### src/rtl/rx_sched_pkg.sv
// Shared state encoding and default widths for the RX decimation strobe scheduler.
package rx_sched_pkg;
    localparam int RATE_W_DEF       = 8;
    localparam int COUNT_W_DEF      = 16;
    localparam int FLUSH_CYCLES_DEF = 2;

    typedef enum logic [2:0] {
        IDLE,
        FLUSH,
        RUN,
        DRAIN,
        DONE,
        WAIT_LOW
    } sched_state_e;
endpackage

### src/rtl/strobe_div_stage.sv
// One decimation stage: passes every (rate+1)-th input strobe while gated.
// load forces the count back to its idle value so the next strobe passes immediately.
module strobe_div_stage import rx_sched_pkg::*; #(
    parameter int RATE_W = RATE_W_DEF
) (
    input  logic              clock,
    input  logic              reset_n,
    input  logic [RATE_W-1:0] rate,
    input  logic              in_strobe,
    input  logic              gate,
    input  logic              load,
    output logic              out_strobe
);
    logic [RATE_W-1:0] cnt_q, cnt_d;

    assign out_strobe = (cnt_q == '0) && in_strobe && gate;

    always_comb begin
        cnt_d = cnt_q;
        if (load)
            cnt_d = '0;
        else if (in_strobe && gate)
            cnt_d = (cnt_q == '0) ? rate : cnt_q - RATE_W'(1);
    end

    always_ff @(posedge clock or negedge reset_n) begin
        if (!reset_n) cnt_q <= '0;
        else          cnt_q <= cnt_d;
    end
endmodule

### src/rtl/rx_strobe_sched.sv
// Run control and glitch-free rate sequencing for the two cascaded RX decimation stages.
module rx_strobe_sched import rx_sched_pkg::*; #(
    parameter int RATE_W       = RATE_W_DEF,
    parameter int COUNT_W      = COUNT_W_DEF,
    parameter int FLUSH_CYCLES = FLUSH_CYCLES_DEF
) (
    input  logic               clock,
    input  logic               reset_n,
    input  logic               run_req,
    input  logic               cfg_stb,
    input  logic [RATE_W-1:0]  rate1_cfg,
    input  logic [RATE_W-1:0]  rate2_cfg,
    input  logic [COUNT_W-1:0] burst_len,
    input  logic               strobe_in,
    output logic               enable_out,
    output logic               stage1_strobe,
    output logic               stage2_strobe,
    output logic               busy,
    output logic               done,
    output logic               cfg_pending
);
    localparam int FLUSH_W = (FLUSH_CYCLES > 1) ? $clog2(FLUSH_CYCLES) : 1;
    localparam logic [FLUSH_W-1:0] FLUSH_INIT = FLUSH_W'(FLUSH_CYCLES - 1);

    sched_state_e       state_q, state_d;
    logic [RATE_W-1:0]  sh1_q, sh1_d, sh2_q, sh2_d;
    logic [RATE_W-1:0]  act1_q, act1_d, act2_q, act2_d;
    logic               pend_q, pend_d;
    logic [COUNT_W-1:0] burst_q, burst_d, scnt_q, scnt_d;
    logic [FLUSH_W-1:0] fcnt_q, fcnt_d;
    logic               gate, apply, s1, s2;
    logic [RATE_W-1:0]  rate1_eff, rate2_eff;

    assign gate  = (state_q == RUN) || (state_q == DRAIN);
    // New rates only take effect on an output-sample boundary, where both counters reload anyway.
    assign apply = gate && pend_q && s2;
    assign rate1_eff = apply ? sh1_q : act1_q;
    assign rate2_eff = apply ? sh2_q : act2_q;

    strobe_div_stage #(.RATE_W(RATE_W)) u_stage1 (
        .clock(clock), .reset_n(reset_n), .rate(rate1_eff),
        .in_strobe(strobe_in), .gate(gate), .load(!gate), .out_strobe(s1)
    );

    strobe_div_stage #(.RATE_W(RATE_W)) u_stage2 (
        .clock(clock), .reset_n(reset_n), .rate(rate2_eff),
        .in_strobe(s1), .gate(gate), .load(!gate), .out_strobe(s2)
    );

    always_comb begin
        state_d = state_q;
        sh1_d   = sh1_q;
        sh2_d   = sh2_q;
        act1_d  = act1_q;
        act2_d  = act2_q;
        pend_d  = pend_q;
        burst_d = burst_q;
        scnt_d  = scnt_q;
        fcnt_d  = fcnt_q;
        case (state_q)
            IDLE: begin
                scnt_d = '0;
                if (pend_q || run_req) begin
                    act1_d = sh1_q;
                    act2_d = sh2_q;
                    pend_d = 1'b0;
                end
                if (run_req) begin
                    burst_d = burst_len;
                    fcnt_d  = FLUSH_INIT;
                    state_d = FLUSH;
                end
            end
            FLUSH: begin
                if (fcnt_q == '0) state_d = RUN;
                else              fcnt_d  = fcnt_q - FLUSH_W'(1);
            end
            RUN: begin
                if (s2) scnt_d = scnt_q + COUNT_W'(1);
                if (s2 && burst_q != '0 && scnt_q == burst_q - COUNT_W'(1))
                    state_d = DONE;
                else if (!run_req)
                    state_d = DRAIN;
            end
            DRAIN:    if (s2) state_d = IDLE;
            DONE:     state_d = WAIT_LOW;
            WAIT_LOW: if (!run_req) state_d = IDLE;
            default:  state_d = IDLE;
        endcase
        if (apply) begin
            act1_d = sh1_q;
            act2_d = sh2_q;
            pend_d = 1'b0;
        end
        // A strobe landing on the applying boundary stays pending for the next one.
        if (cfg_stb) begin
            sh1_d  = rate1_cfg;
            sh2_d  = rate2_cfg;
            pend_d = 1'b1;
        end
    end

    always_ff @(posedge clock or negedge reset_n) begin
        if (!reset_n) begin
            state_q <= IDLE;
            sh1_q   <= '0;
            sh2_q   <= '0;
            act1_q  <= '0;
            act2_q  <= '0;
            pend_q  <= 1'b0;
            burst_q <= '0;
            scnt_q  <= '0;
            fcnt_q  <= '0;
        end else begin
            state_q <= state_d;
            sh1_q   <= sh1_d;
            sh2_q   <= sh2_d;
            act1_q  <= act1_d;
            act2_q  <= act2_d;
            pend_q  <= pend_d;
            burst_q <= burst_d;
            scnt_q  <= scnt_d;
            fcnt_q  <= fcnt_d;
        end
    end

    assign enable_out    = (state_q == FLUSH) || gate;
    assign busy          = enable_out;
    assign done          = (state_q == DONE);
    assign stage1_strobe = s1;
    assign stage2_strobe = s2;
    assign cfg_pending   = pend_q;
endmodule

### config.mk
export PLATFORM = sky130hd
export DESIGN_NAME = rx_strobe_sched
export DESIGN_NICKNAME = d
export VERILOG_FILES = /design/src/rtl/rx_sched_pkg.sv /design/src/rtl/strobe_div_stage.sv /design/src/rtl/rx_strobe_sched.sv
export SDC_FILE = /design/constraint.sdc
export NUM_CORES = 1
export LEC_CHECK = 0
export ABC_AREA = 1
export BUFFER_PORTS_ARGS = -buffer_cell sky130_fd_sc_hd__buf_4
export CAP_MARGIN = 20
export CORE_MARGIN = 2
export CORE_UTILIZATION = 30
export CTS_CLUSTER_SIZE = 24
export DETAILED_ROUTE_END_ITERATION = 8
export PLACE_DENSITY = 0.43
export SYNTH_ARGS = -nofsm -noshare
export SYNTH_HDL_FRONTEND = slang
export SYNTH_SLANG_ARGS = --single-unit
export TNS_END_PERCENT = 50
### constraint.sdc
create_clock -name clock -period 1.96 [get_ports clock]
set_clock_uncertainty 0.2 [all_clocks]
set_input_delay 0.196 -clock clock [delete_from_list [all_inputs] [get_ports clock]]
set_output_delay 0.196 -clock clock [all_outputs]
set_load 0.02 [all_outputs]
== After elaboration in Yosys (flattened, before gate mapping) ==
Index checks and enable logic that the tools add are counted.

* Muxes and demuxes: 30
* Reductions and logical operators: 29
* Add/subtract/negate cells: 5
* Equality and inequality tests: 14

{| class="wikitable"
|+ Operator list
! kind !! number
|-
| $mux W8 || 14
|-
| $pmux W16 S2 || 1
|-
| $mux W3 || 6
|-
| $pmux W3 S6 || 1
|-
| $add A16 B1 Y16 const B || 1
|-
| $eq A16 B16 Y1 || 1
|-
| $logic_not A8 Y1 || 2
|-
| $mux W16 || 1
|-
| $reduce_bool A16 Y1 || 1
|-
| $sub A16 B1 Y16 const B || 1
|-
| $sub A8 B1 Y8 const B || 2
|-
| $logic_and A1 B1 Y1 || 10
|-
| $ne A2 B2 Y1 const B || 5
|-
| $reduce_and A2 Y1 || 5
|-
| $reduce_bool A2 Y1 || 4
|-
| $eq A3 B2 Y1 const B || 2
|-
| $eq A3 B3 Y1 const B || 2
|-
| $mux W1 || 6
|-
| $reduce_bool A3 Y1 || 2
|-
| $reduce_and A5 Y1 || 1
|-
| $ne A2 B1 Y1 const B || 2
|-
| $eq A3 B1 Y1 const B || 1
|-
| $logic_not A3 Y1 || 1
|-
| $logic_or A1 B1 Y1 || 3
|-
| other kinds (3) || 3
|}

* Register bits after elaboration: 85
* Logic and storage cells: 89
* Input port bits: 37
* Output and inout port bits: 6

== Longest topological paths before layout ==
* Depth in word-level cells: 10
* Mapped depth: 18
* Gate-level depth less buffers: 18

== Modules after synthesis ==
A second synthesis with hierarchy kept.

* Cell total of the unflattened synthesis: 745
* Area, all modules: 5166.2 µm²

{| class="wikitable"
|+ Modules (own cells, without submodules)
! module !! instances !! area an instance (µm²) !! cells an instance !! sequential area each (µm²)
|-
| rx_strobe_sched || 1 || 3915.0 || 545 || 1726.7
|-
| strobe_div_stage || 2 || 625.6 || 100 || 200.2
|}

== Least setup slack after synthesis ==
OpenSTA, ideal clock, no wires.

* Path type: register to register
* Start point: reg u_stage1.cnt_q[0]
* End point: reg scnt_q[12]
* Required time: 1635 ps
* Path buffers: 0
* Data arrival time: 1920 ps
* Setup time: 125 ps
* Clock period less this slack: 2245 ps
* Setup slack: -285 ps
* Stages on the path, launching flop included: 16
* Path through: dfrtp_1 > inv_1 > ha_1 > nand3_2 > inv_2 > nand2_4 > nor2_8 > nand2_4 > clkinv_4 > nand2_4 > nand2_8 > nand3_4 > nor2_4 > inv_1 > nor3_1 > nor3_1

* Cells in the longest elaborated chain, start to end: 7

{| class="wikitable"
|+ Ends and longest elaborated chain
! item !! RTL line !! source
|-
| start, declared || strobe_div_stage.sv:14 || <nowiki>logic [RATE_W-1:0] cnt_q, cnt_d;</nowiki>
|-
| start signal, assigned || strobe_div_stage.sv:28 || <nowiki>else cnt_q <= cnt_d;</nowiki>
|-
| $logic_not A8 Y1 || strobe_div_stage.sv:16 || <nowiki>assign out_strobe = (cnt_q == '0) && in_strobe && gate;</nowiki>
|-
| $logic_and A1 B1 Y1 (2 in series) || strobe_div_stage.sv:16 ||
|-
| via stage1_strobe || rx_strobe_sched.sv:16 || <nowiki>output logic stage1_strobe,</nowiki>
|-
| $logic_and A1 B1 Y1 (2 in series) || strobe_div_stage.sv:16 ||
|-
| via stage2_strobe || rx_strobe_sched.sv:17 || <nowiki>output logic stage2_strobe,</nowiki>
|-
| $ne A2 B2 Y1 (no line) || -- ||
|-
| $reduce_and A2 Y1 (no line) || -- ||
|-
| end signal, assigned || rx_strobe_sched.sv:122 || <nowiki>scnt_q <= scnt_d;</nowiki>
|-
| end, declared || rx_strobe_sched.sv:29 || <nowiki>logic [COUNT_W-1:0] burst_q, burst_d, scnt_q, scnt_d;</nowiki>
|}

The timed path passes the listed nets, and every way through them passes these cells.
A chain may end at the register's enable or synchronous reset.

== Worst setup path in the final report ==
* Start point: reg burst_q[0]
* End point: reg state_q[0]

* Cells in the longest elaborated chain, start to end: 5
* Elaborated cells on any way between the ends: 9
* Classes of those cells: 1 x add/sub; 2 x eq/ne; 2 x mux; 4 x reduce/logical

{| class="wikitable"
|+ Ends and longest elaborated chain
! item !! RTL line !! source
|-
| start, declared || rx_strobe_sched.sv:29 ||
|-
| start signal, assigned || rx_strobe_sched.sv:121 || <nowiki>burst_q <= burst_d;</nowiki>
|-
| $sub A16 B1 Y16 / $reduce_bool A16 Y1 (equally long branches) || rx_strobe_sched.sv:80 || <nowiki>if (s2 && burst_q != '0 && scnt_q == burst_q - COUNT_W'(1))</nowiki>
|-
| $eq A16 B16 Y1 / $logic_and A1 B1 Y1 (equally long branches) || rx_strobe_sched.sv:80 ||
|-
| $logic_and A1 B1 Y1 (*) || rx_strobe_sched.sv:80 ||
|-
| $ne A3 B2 Y1 (no line) / $mux W3 (equally long branches) || -- ||
|-
| $reduce_and A5 Y1 (no line) / $pmux W3 S6 (equally long branches) || -- ||
|-
| end signal, assigned || rx_strobe_sched.sv:115 || <nowiki>state_q <= state_d;</nowiki>
|-
| end, declared || rx_strobe_sched.sv:25 || <nowiki>sched_state_e state_q, state_d;</nowiki>
|}

Mark *: on every way between the ends. The rest lies on a longest branch, timed or not.

==> impl_metrics.yaml <==
timing:
  setup_violations: 52
  period_share: 1.19
  maxSlewViolCount: 0
  finalCriticalPeriod_ns: 2.32
  rsz0062_at_grt: "yes"
  worstMarginPinSlew_ns: 0.614
  layout_setup_ws_ns: -0.364
  finalHoldViolations: 0
  fmax_ghz: 0.430
  slew_headroom: 0.591
synth:
  synth.distinct_cells: 45
  synth_top_family_by_area: "simple AND/OR/NAND/NOR gates"
  netlist_instances: 645
  muxShareOfSynthArea: 0.0319
  yosysMostFrequentCell: "nand2_1"
  synth_top_area_frac: 0.431
  synth_largest_area_cell: "dfrtp_1"
  synth_area_um2: 4940
  synth_compound_area_frac: 0.130
  syn_nets: 687
  synth_xor_area_frac: 0.0301
  synth_edf_count: 0
  ys_warn_count: 0
  yosysSeqAreaShare: 0.431
  yosys-top-cells-count: "nand2_1, dfrtp_1, nor2_1"
  yosys.area_share.adder: 0.0127
  synth_top_flop_cell: "dfrtp_1"
  postSynth.asyncResetShare: 1.00
  ys_seq_elements: 85
  synthSimpleGateAreaFrac: 0.286
  synth.avg_cell_area_um2: 7.66
  netlist_top_cells_area: "dfrtp_1, nand2_1, nor2_1, inv_1, o21ai_0"
worst_setup_path:
  crit_top_cell: "nand2_1"
  r2r_slack_ns: -0.36
  crit_buf_inv: 4
  slowest_delay_ns: 0.36
  start_kind: "register"
  cp_top_family: "simple AND/OR/NAND/NOR gates"
  crit_fanout: 5
  end_kind: "register"
  critical_path_required_ns: 2.00
  slowest_stage: "dfrtp_1"
  worstPathCellList: "inv_2 -> buf_6 -> nand2_4 -> nor2_4 -> buf_4 -> buf_6 -> nand2_1 -> nand2_1 -> nand3_1 -> nand2_1 -> nor3_2 -> nand4_1 -> nand2_1 -> nand3_2 -> nand2_1 -> nand2_1"
  criticalPathCategory: "register to register"
  worst_ep_arrival_time_ns: 2.36
finish:
  n_antenna_cell: 0
  final_util: 0.490
  nFillCells: 1639
  seq_area_um2: 2130
  multiInputGateArea_um2: 2960
  drive_above_1_share: 0.405
  num-nets-final: 900
  syn_to_final_growth_pct: 58.8
global_route:
  grt_pass1_wl_um: 25500
  grt_pass1_vias: 4993
  track_usage: 0.182
  grt_max_degree: 38
  antenna_found_initial: 0
  grt-ovfl-total: 0
power_and_ir_drop:
  p_sw_frac: 0.438
  netSwitchingPower_mw: 5.48
  p_int_mw: 7.03
  p_leak_nw: 3.68
  p_clk_frac: 0.130
  total_power_mw: 12.5
  p_per_area_nw_per_um2: 1590
  seq_power_share: 0.220
  comb_power_share: 0.649
  vdd_ir_drop_max_uv: 846
die:
  design.die.area_um2: 17500
  pin_count: 43
  die_w_um: 132
  coreArea_um2: 16000
  die_y_um: 132
  num_rows: 46
  start_util: 0.309
detailed_routing:
  drc: 0
  wl_um: 15400
  routedWlPerCell_um: 14.3
  dr.first_iter.drc_count: 255
  vias: 4994
  drtPass1Iterations: 4
  ant_nets: 0
  via_per_inst: 4.64
clocking:
  htree_levels: 3
  clock_sinks: 85
  clock_latency_ns: 0.35
  cts_tree: "done"
  cts_buffers: 9
  cts_buffer_depth: 2
  cts_root_buf: "clkbuf_16"
  clk_pin_slew_ns: 0.06
run:
  maxCapViolations: 0
hold_path:
  min_path_type: "primary input to register"
placement:
  place.gp.congestion: 0.871
  io_buffers: 42
  place_hpwl_um: 10900
run_status:
  status: "finished, violations left"
  violations: "setup timing"
-- layer usage --
layer,vias to the layer above,GRT usage,wire [µm]
li1,2531,-,-
met1,2400,0.253,7660
met2,51,0.296,7250
met3,12,0.0346,387
met4,0,0.0364,153
met5,-,0,0
-- state kept, by name (all words and copies together), names as in the netlist --
register / count
cfg_pending: 1
sh1_q: 8
act2_q: 8
burst_q: 16
u_stage2.cnt_q: 8
state_q: 3
act1_q: 8
sh2_q: 8
u_stage1.cnt_q: 8
scnt_q: 16
fcnt_q: 1
-- layout make-up --
| cell class | instances | share of cell area |
|---|---|---|
| repair buffers | 216 | 0.240 |
| well taps | 216 | 0.0345 |
| clock buffers | 12 | 0.0327 |
| repair inverters | 1 | 0.00144 |
| inverters | 83 | 0.0416 |
| multi-input cells | 462 | 0.377 |
| flip-flops and latches | 85 | 0.272 |
| clock inverters | 2 | 0.00128 |
-- metrics by stage --
step | instances | cell area (µm²) | hold WS [ns] | TNS (ns) | setup WS (ns)
6_report | 1077 | 7840 | 0.0342 | -10.92 | -0.364
5_1_grt | 1077 | 7840 | 0.0517 | -16.56 | -0.492
4_1_cts | 1070 | 7500 | 0.0353 | -10.60 | -0.307
3_5_place_dp | 991 | 6340 | 0.0489 | -8.44 | -0.503
3_3_place_gp | 991 | 6340 | 0.0369 | -7.81 | -0.512
2_1_floorplan | 645 | 5010 | -0.300 | -3.59 | -0.247
-- layout by cell type (no fill, tap or decap), drive strengths merged, types with 5 or more instances in the layout --
master,synthesis,routed
buf,8,181
inv,82,82
o21ai,57,57
dlygate4sd3,0,35
clkbuf,7,12
a21oi,41,41
mux2,14,14
nand3,46,46
xnor2,5,5
nor3,15,15
nor2,86,86
dfrtp,85,85
xor2,12,12
nand2,149,149
ha,5,5
-- logic make-up after synthesis --
group / after synthesis
simple gates: 309
compound gates: 117
buf+inv: 98
flops: 85
xor+xnor: 17
mux: 14
fa+ha+maj: 5
-- worst min-delay path, delay by kind of cell --
kind                   cells  cell delay (ns)
AO/OA/AOI/OAI              1             0.06
buffers and inverters      1             0.20
AND/OR/NAND/NOR            1             0.08
-- power groups by stage --
stage               clock network [mW]  registers, mW  logic [mW]
floorplan                            0           2.65        3.62
global placement                     0           2.68        6.08
detailed placement                   0           2.69        6.15
CTS                               1.67           2.70        7.49
global route                      1.74           2.83        8.88
finish                            1.63           2.76        8.12
-- what timing repair did --
action	in CTS	in global routing
gates cloned	5	0
resized for setup	95	94
setup endpoints to repair	50	53
pin swaps	34	38
buffers inserted	25	10
hold buffers	35	0
endpoints found under the hold margin	70	0
-- final timing paths --
check                      startpoint                end  depth (start not counted)
max                        burst_q[0]         state_q[0]                         16
min                           cfg_stb           sh2_q[2]                          3
max reg2reg                burst_q[0]         state_q[0]                         16
min reg2reg                    fcnt_q             fcnt_q                          2
max in group asynchronous     reset_n          act2_q[0]                          3
min in group asynchronous     reset_n  u_stage1.cnt_q[1]                          2
Power figures use the tool's default switching activity.
